==> config.mk <==
export PLATFORM = sky130hd
export DESIGN_NAME = spi_transaction_master_flat
export DESIGN_NICKNAME = d
export VERILOG_FILES = /design/src/rtl/spi_transaction_master_if.sv /design/src/rtl/spi_transaction_master.sv /design/src/flat_wrapper.sv
export SDC_FILE = /design/constraint.sdc
export NUM_CORES = 1
export LEC_CHECK = 0
export BUFFER_PORTS_ARGS = -buffer_cell sky130_fd_sc_hd__buf_2
export CORE_ASPECT_RATIO = 1.5
export CORE_UTILIZATION = 50
export DETAILED_ROUTE_END_ITERATION = 6
export GPL_TIMING_DRIVEN = 0
export PLACE_DENSITY = 0.77
export SLEW_MARGIN = 10
export SYNTH_ARGS = -nofsm -noshare
export SYNTH_HDL_FRONTEND = slang
export SYNTH_SLANG_ARGS = --single-unit
==> constraint.sdc <==
create_clock -name i_clock -period 7 [get_ports i_clock]
set_input_delay 0.35 -clock i_clock [delete_from_list [all_inputs] [get_ports i_clock]]
set_output_delay 0.35 -clock i_clock [all_outputs]
set_load 0.02 [all_outputs]
==> src/rtl/spi_transaction_master_if.sv <==
// Request, status and serial-pin bundle of the SPI transaction master.
// The master modport is the design side; the slave modport is the requester/pad side.
interface spi_transaction_master_if #(
    parameter int NumSlaves  = 3,
    parameter int MaxTxWidth = 40,
    parameter int RxWidth    = 16
);
    localparam int SelW = (NumSlaves > 1) ? $clog2(NumSlaves) : 1;
    localparam int LenW = $clog2(MaxTxWidth + 1);

    logic                  i_start;
    logic                  i_abort;
    logic [SelW-1:0]       i_slave_sel;
    logic [MaxTxWidth-1:0] i_tx_data;
    logic [LenW-1:0]       i_tx_length;
    logic                  o_busy;
    logic                  o_done;
    logic                  o_error;
    logic [RxWidth-1:0]    o_rx_data;
    logic                  o_sclk;
    logic [NumSlaves-1:0]  o_nss;
    logic                  o_mosi;
    logic                  i_miso;

    modport master (
        input  i_start, i_abort, i_slave_sel, i_tx_data, i_tx_length, i_miso,
        output o_busy, o_done, o_error, o_rx_data, o_sclk, o_nss, o_mosi
    );

    modport slave (
        output i_start, i_abort, i_slave_sel, i_tx_data, i_tx_length, i_miso,
        input  o_busy, o_done, o_error, o_rx_data, o_sclk, o_nss, o_mosi
    );
endinterface

==> src/rtl/spi_transaction_master.sv <==
// SPI transaction master: handshake, LSB-first transmit, handshake, fixed-width receive.
// Pin/status outputs are registered from the state, so they trail the state by one cycle.
module spi_transaction_master #(
    parameter int NumSlaves     = 3,
    parameter int MaxTxWidth    = 40,
    parameter int RxWidth       = 16,
    parameter int TimeoutCycles = 64
) (
    input  logic                            i_clock,
    input  logic                            i_reset,
    spi_transaction_master_if.master        bus
);
    localparam int SelW   = (NumSlaves > 1) ? $clog2(NumSlaves) : 1;
    localparam int LenW   = $clog2(MaxTxWidth + 1);
    localparam int CntMax = (MaxTxWidth > RxWidth) ? MaxTxWidth : RxWidth;
    localparam int CntW   = $clog2(CntMax + 1);
    localparam int WaitW  = (TimeoutCycles > 0) ? $clog2(TimeoutCycles + 1) : 1;

    typedef enum logic [6:0] {
        IDLE      = 7'b0000001,
        SEND      = 7'b0000010,
        SENDING   = 7'b0000100,
        RECEIVE   = 7'b0001000,
        RECEIVING = 7'b0010000,
        DONE      = 7'b0100000,
        ERROR     = 7'b1000000
    } state_e;

    state_e                state_q, state_d;
    logic [MaxTxWidth-1:0] tx_sh_q, tx_sh_d;
    logic [LenW-1:0]       len_q, len_d;
    logic [SelW-1:0]       sel_q, sel_d;
    logic [RxWidth-1:0]    rx_sh_q, rx_sh_d;
    logic [CntW-1:0]       bit_cnt_q, bit_cnt_d;
    logic [WaitW-1:0]      wait_cnt_q, wait_cnt_d;
    logic                  busy_q, busy_d;
    logic                  done_q, done_d;
    logic                  error_q, error_d;
    logic [RxWidth-1:0]    rx_data_q, rx_data_d;
    logic [NumSlaves-1:0]  nss_q, nss_d;
    logic                  mosi_q, mosi_d;

    logic req_bad;
    logic send_last;
    logic recv_last;
    logic timed_out;
    logic active;

    assign req_bad   = (bus.i_tx_length == '0)
                    || (int'(bus.i_tx_length) > MaxTxWidth)
                    || (int'(bus.i_slave_sel) >= NumSlaves);
    assign send_last = (bit_cnt_q == (CntW'(len_q) - CntW'(1)));
    assign recv_last = (bit_cnt_q == CntW'(RxWidth - 1));
    assign timed_out = (TimeoutCycles > 0) && (wait_cnt_q == WaitW'(TimeoutCycles - 1));
    assign active    = (state_q == SEND) || (state_q == SENDING)
                    || (state_q == RECEIVE) || (state_q == RECEIVING);

    always_comb begin
        state_d = state_q;
        tx_sh_d = tx_sh_q;
        len_d   = len_q;
        sel_d   = sel_q;
        rx_sh_d = rx_sh_q;
        case (state_q)
            IDLE: begin
                if (bus.i_start) begin
                    tx_sh_d = bus.i_tx_data;
                    len_d   = bus.i_tx_length;
                    sel_d   = bus.i_slave_sel;
                    state_d = req_bad ? ERROR : SEND;
                end
            end
            SEND: begin
                // A completed handshake wins over a timeout landing on the same cycle.
                if (!bus.i_miso)    state_d = SENDING;
                else if (timed_out) state_d = ERROR;
            end
            SENDING: begin
                tx_sh_d = tx_sh_q >> 1;
                if (send_last) state_d = RECEIVE;
            end
            RECEIVE: begin
                if (bus.i_miso)     state_d = RECEIVING;
                else if (timed_out) state_d = ERROR;
            end
            RECEIVING: begin
                rx_sh_d = {bus.i_miso, rx_sh_q[RxWidth-1:1]};
                if (recv_last) state_d = DONE;
            end
            DONE:    state_d = IDLE;
            ERROR:   state_d = IDLE;
            default: state_d = IDLE;
        endcase
        if (bus.i_abort && (state_q != IDLE)) state_d = IDLE;
    end

    // Both counters restart on every state change, so each state sees a fresh count.
    always_comb begin
        bit_cnt_d  = '0;
        wait_cnt_d = '0;
        if (state_d == state_q) begin
            if ((state_q == SENDING) || (state_q == RECEIVING)) bit_cnt_d  = bit_cnt_q + CntW'(1);
            if ((state_q == SEND) || (state_q == RECEIVE))      wait_cnt_d = wait_cnt_q + WaitW'(1);
        end
    end

    always_comb begin
        busy_d    = (state_q != IDLE);
        done_d    = (state_q == DONE) || (state_q == ERROR);
        error_d   = (state_q == ERROR);
        rx_data_d = (state_q == DONE) ? rx_sh_q : rx_data_q;
        mosi_d    = 1'b0;
        if (state_q == SEND)    mosi_d = 1'b1;
        if (state_q == SENDING) mosi_d = tx_sh_q[0];
        nss_d     = '1;
        for (int i = 0; i < NumSlaves; i++) begin
            nss_d[i] = !(active && (int'(sel_q) == i));
        end
    end

    always_ff @(posedge i_clock) begin
        if (i_reset) begin
            state_q    <= IDLE;
            tx_sh_q    <= '0;
            len_q      <= '0;
            sel_q      <= '0;
            rx_sh_q    <= '0;
            bit_cnt_q  <= '0;
            wait_cnt_q <= '0;
            busy_q     <= 1'b0;
            done_q     <= 1'b0;
            error_q    <= 1'b0;
            rx_data_q  <= '0;
            nss_q      <= '1;
            mosi_q     <= 1'b0;
        end else begin
            state_q    <= state_d;
            tx_sh_q    <= tx_sh_d;
            len_q      <= len_d;
            sel_q      <= sel_d;
            rx_sh_q    <= rx_sh_d;
            bit_cnt_q  <= bit_cnt_d;
            wait_cnt_q <= wait_cnt_d;
            busy_q     <= busy_d;
            done_q     <= done_d;
            error_q    <= error_d;
            rx_data_q  <= rx_data_d;
            nss_q      <= nss_d;
            mosi_q     <= mosi_d;
        end
    end

    assign bus.o_busy    = busy_q;
    assign bus.o_done    = done_q;
    assign bus.o_error   = error_q;
    assign bus.o_rx_data = rx_data_q;
    assign bus.o_nss     = nss_q;
    assign bus.o_mosi    = mosi_q;
    assign bus.o_sclk    = i_clock;
endmodule
==> src/flat_wrapper.sv <==
// flat-port wrapper written by rule: the top's interface ports become plain ports
module spi_transaction_master_flat 
#(
    parameter int NumSlaves     = 3,
    parameter int MaxTxWidth    = 40,
    parameter int RxWidth       = 16,
    parameter int TimeoutCycles = 64
)
  (i_clock, i_reset, bus_i_start, bus_i_abort, bus_i_slave_sel, bus_i_tx_data, bus_i_tx_length, bus_i_miso, bus_o_busy, bus_o_done, bus_o_error, bus_o_rx_data, bus_o_sclk, bus_o_nss, bus_o_mosi);
  spi_transaction_master_if #(.NumSlaves(NumSlaves), .MaxTxWidth(MaxTxWidth), .RxWidth(RxWidth)) bus_i ();
  input  logic i_clock;
  input  logic i_reset;
  input wire logic [$bits(bus_i.i_start)-1:0] bus_i_start;
  input wire logic [$bits(bus_i.i_abort)-1:0] bus_i_abort;
  input wire logic [$bits(bus_i.i_slave_sel)-1:0] bus_i_slave_sel;
  input wire logic [$bits(bus_i.i_tx_data)-1:0] bus_i_tx_data;
  input wire logic [$bits(bus_i.i_tx_length)-1:0] bus_i_tx_length;
  input wire logic [$bits(bus_i.i_miso)-1:0] bus_i_miso;
  output wire logic [$bits(bus_i.o_busy)-1:0] bus_o_busy;
  output wire logic [$bits(bus_i.o_done)-1:0] bus_o_done;
  output wire logic [$bits(bus_i.o_error)-1:0] bus_o_error;
  output wire logic [$bits(bus_i.o_rx_data)-1:0] bus_o_rx_data;
  output wire logic [$bits(bus_i.o_sclk)-1:0] bus_o_sclk;
  output wire logic [$bits(bus_i.o_nss)-1:0] bus_o_nss;
  output wire logic [$bits(bus_i.o_mosi)-1:0] bus_o_mosi;
  assign bus_i.i_start = bus_i_start;
  assign bus_i.i_abort = bus_i_abort;
  assign bus_i.i_slave_sel = bus_i_slave_sel;
  assign bus_i.i_tx_data = bus_i_tx_data;
  assign bus_i.i_tx_length = bus_i_tx_length;
  assign bus_i.i_miso = bus_i_miso;
  assign bus_o_busy = bus_i.o_busy;
  assign bus_o_done = bus_i.o_done;
  assign bus_o_error = bus_i.o_error;
  assign bus_o_rx_data = bus_i.o_rx_data;
  assign bus_o_sclk = bus_i.o_sclk;
  assign bus_o_nss = bus_i.o_nss;
  assign bus_o_mosi = bus_i.o_mosi;
  spi_transaction_master #(.NumSlaves(NumSlaves), .MaxTxWidth(MaxTxWidth), .RxWidth(RxWidth), .TimeoutCycles(TimeoutCycles)) u_core (.i_clock(i_clock), .i_reset(i_reset), .bus(bus_i));
endmodule
Yosys cells after proc, flatten, opt, wreduce, memory -nomap -nowiden
Cells that the tools add are included.
{"block": "classes", "n_lt_le_gt_ge": 2, "addsub": 3, "eq_ne": 15, "reduce_logical": 22, "bitwise": 3, "muxes": 13}
{"cell": "$pmux W40 S2", "count": 1}
{"cell": "$mux W7", "count": 8}
{"cell": "$mux W40", "count": 1}
{"cell": "$pmux W7 S5", "count": 1}
{"cell": "$eq A7 B6 Y1 const B", "count": 2}
{"cell": "$logic_or A1 B1 Y1", "count": 8}
{"cell": "$add A7 B1 Y7 const B", "count": 1}
{"cell": "$eq A7 B1 Y1 const B", "count": 1}
{"cell": "$eq A7 B2 Y1 const B", "count": 1}
{"cell": "$eq A7 B3 Y1 const B", "count": 1}
{"cell": "$eq A7 B4 Y1 const B", "count": 1}
{"cell": "$eq A7 B5 Y1 const B", "count": 1}
{"cell": "$eq A7 B7 Y1", "count": 1}
{"cell": "$eq A7 B7 Y1 const B", "count": 1}
{"cell": "$ne A7 B1 Y1 const B", "count": 1}
{"cell": "$add A6 B1 Y6 const B", "count": 1}
{"cell": "$eq A6 B4 Y1 const B", "count": 1}
{"cell": "$eq A6 B6 Y1", "count": 1}
{"cell": "$gt A6 B6 Y1 const B", "count": 1}
{"cell": "$logic_not A6 Y1", "count": 1}
{"cell": "$reduce_or A3 Y1", "count": 2}
{"cell": "$sub A6 B1 Y6 const B", "count": 1}
{"cell": "$eq A2 B2 Y1 const B", "count": 2}
{"cell": "$logic_and A1 B1 Y1", "count": 4}
{"cell": "other kinds (8)", "count": 14}
{"block": "totals", "reg_bits": 107, "out_inout_bits": 24}

Depth between registers and ports, before layout
{"block": "logic_depth", "word_depth": 10, "mapped_depth": 9}

==> flow_metrics.py <==
metrics = {
    "synth": {
        "ys.flop_type": "dfxtp_1",
        "ys_seq_elements": 107,
        "synth-edff-count": 0,
        "synthTopCellsByArea": "dfxtp_1, nand2_1, a311oi_1",
        "synth_top_area_share_pct": 47.63,
        "seq_area_frac_synth_pct": 47.63,
        "synth_async_sr_flop_share_pct": 0,
        "syn_nets": 622,
        "syn_area_um2": 4497,
        "syn_inst": 566,
        "yosys_warnings": 0,
        "synth.distinct_cells": 45,
        "avgSynthCellArea_um2": 7.945,
        "synth_area_leader_cell": "dfxtp_1",
    },
    "final_layout": {
        "utilization_pct": 61.22,
        "syn2layout_area_growth_pct": 19.48,
        "num_antenna_cells": 0,
        "drive_gt1_share_pct": 15.20,
        "layout_commonest_cell": "nand2_1",
        "finalNetCount": 710,
        "final_cell_mix": "nand2_1, dfxtp_1, buf_2",
    },
    "global_routing": {
        "grtUsageTotal_pct": 24.28,
        "grt_overflow": 0,
        "grt_pass1_wl_mm": 18.10,
        "grt_start_max_net_pins": 17,
        "antenna_found_initial": 0,
        "grt_pass1_vias": 4111,
    },
    "sta": {
        "finalSetupTns_ns": 0,
        "tightest_slew_ns": 0.8541,
        "relSlewSlack_pct": 42.33,
        "final-hold-violation-count": 0,
        "rsz0062_at_grt": "no",
        "maxSlewViolCount": 0,
        "setup_viol": 0,
        "finalClockSkew_ns": 0.008424,
        "fin_hold_ws_ns": 0.1432,
    },
    "critical_path": {
        "crit_type": "clk -> out",
        "arrival_ns": 4.00,
        "cp.required_ns": 6.65,
        "cp_max_fo": 2,
        "critPathCaptureType": "output pin",
        "cp-start-kind": "clock port",
    },
    "place": {
        "dp_hpwl_mm": 7.546,
        "gp_congestion": 0.8635,
        "io_buffers": 74,
    },
    "hold_path": {
        "hold_path_class": "in -> reg",
    },
    "floorplan": {
        "ios": 77,
        "die_h_um": 118.2,
        "start_util_pct": 51.24,
        "row_count": 42,
        "die-area_um2": 9385,
        "die-width_um": 79.43,
        "fp.coreArea_um2": 8776,
    },
    "clocking": {
        "cts.repair.resized": 0,
        "cts_tree": "done",
        "post-cts-setup-buffer-count": 0,
        "cts_hold_buf": 0,
        "worstSkewPairLatency_ns": 0.46,
        "clkSlewWorstSetupHoldPaths_ns": 0.07,
    },
    "route": {
        "firstDrtPassIters": 4,
        "drt-total-wl_mm": 10.49,
        "vias_per_cell": 5.542,
        "avgRoutedWirePerCell_um": 13.66,
        "ant_nets": 0,
        "vias": 4256,
        "drcViolationCount": 0,
        "first_iter_violations": 226,
    },
    "flow_run": {
        "cap_violations": 0,
    },
    "status": {
        "status": "finished clean",
    },
    "power_and_ir_drop": {
        "power_density_nw_per_um2": 255.0,
        "leakage_nw": 2.094,
        "peakVddDrop_mv": 0.1513,
        "power_mw": 1.370,
    },
}
==> final cells by class <==
type	instances	area (µm²)
buffer	45	185.2
clock buffer	14	319.1
clock inverter	5	53.80
fill	765	3403
inverter	4	15.01
multi-input combinational	410	2155
sequential	107	2142
tap	110	137.6
timing repair buffer	73	365.4
==> where the power goes <==
part	total, mW	internal (mW)	leakage [nW]	switching, mW
clock	0.606	0.367	0.194	0.239
sequential	0.645	0.631	0.870	0.0139
combinational	0.119	0.0462	1.03	0.0730
total	1.37	1.04	2.09	0.326
==> layer usage <==
metal | up-vias | routed length, µm | track usage [%]
li1 | 2129 | - | -
met4 | 0 | 381 | 13.98
met5 | - | 0 | 0
met1 | 1967 | 4355 | 28.04
met3 | 33 | 414 | 3.861
met2 | 127 | 5341 | 41.40
==> synthesized netlist by cell type (all sizes together), types with 2 or more instances <==
cell / instances
a211oi: 3
and3: 3
a21oi: 45
nand2b: 2
ha: 3
inv: 4
o21a: 2
nor2: 57
dfxtp: 107
or4: 2
mux2i: 2
a21o: 2
o21ai: 2
nand2: 169
clkbuf: 37
or3: 4
a2111oi: 4
nor4: 11
nand3b: 2
nand3: 9
buf: 8
xnor2: 6
a311oi: 39
o211ai: 2
xor2: 10
nor2b: 2
nor3b: 2
nor3: 9
nor4b: 5
a22oi: 2
==> registers in the layout, indices dropped and copies added, names as in the netlist <==
signal / cells
u_core.bit_cnt_q: 6
u_core.sel_q: 2
u_core.bus.o_busy: 1
u_core.bus.o_mosi: 1
u_core.len_q: 6
u_core.bus.o_error: 1
u_core.bus.o_rx_data: 16
u_core.tx_sh_q: 40
u_core.bus.o_done: 1
u_core.state_q: 7
u_core.wait_cnt_q: 7
u_core.rx_sh_q: 16
u_core.bus.o_nss: 3
==> critical path, cell delays in order <==
cell and delay, ns:
clkbuf_16 0.12, clkbuf_16 0.13, buf_4 0.11, buf_2 0.15
==> cells by family after synthesis <==
family                     Yosys count  synth area share (%)
xor gates and xnor gates            16                 3.116
buffers and inverters               49                 4.452
muxes                                2                0.4452
DFF                                107                 47.63
AOI/OAI and AO/OA                  107                 16.69
adders and majority gates            3                0.8348
and+or+nand+nor                    282                 26.82
==> stage by stage <==
stage	cells	setup slack (ns)	cell area (µm²)
2_1_floorplan	566	3.016	4497
3_3_place_gp	750	2.903	5005
3_5_place_dp	750	2.903	5005
4_1_cts	768	2.642	5373
5_1_grt	768	2.638	5373
6_report	768	2.645	5373
==> path summary, 6_finish.rpt <==
| path | slack, ns | cells after the start | from | to |
|---|---|---|---|---|
| worst max-delay path | 2.65 | 4 | i_clock | bus_o_sclk |
| worst min-delay path | 0.14 | 3 | bus_i_tx_data[15] | u_core.tx_sh_q[15] |
| worst max register to register | 4.19 | 8 | u_core.state_q[3] | u_core.bit_cnt_q[2] |
| worst min register to register | 0.41 | 1 | u_core.sel_q[0] | u_core.bus.o_nss[1] |
(Power assumes the default switching activity.)
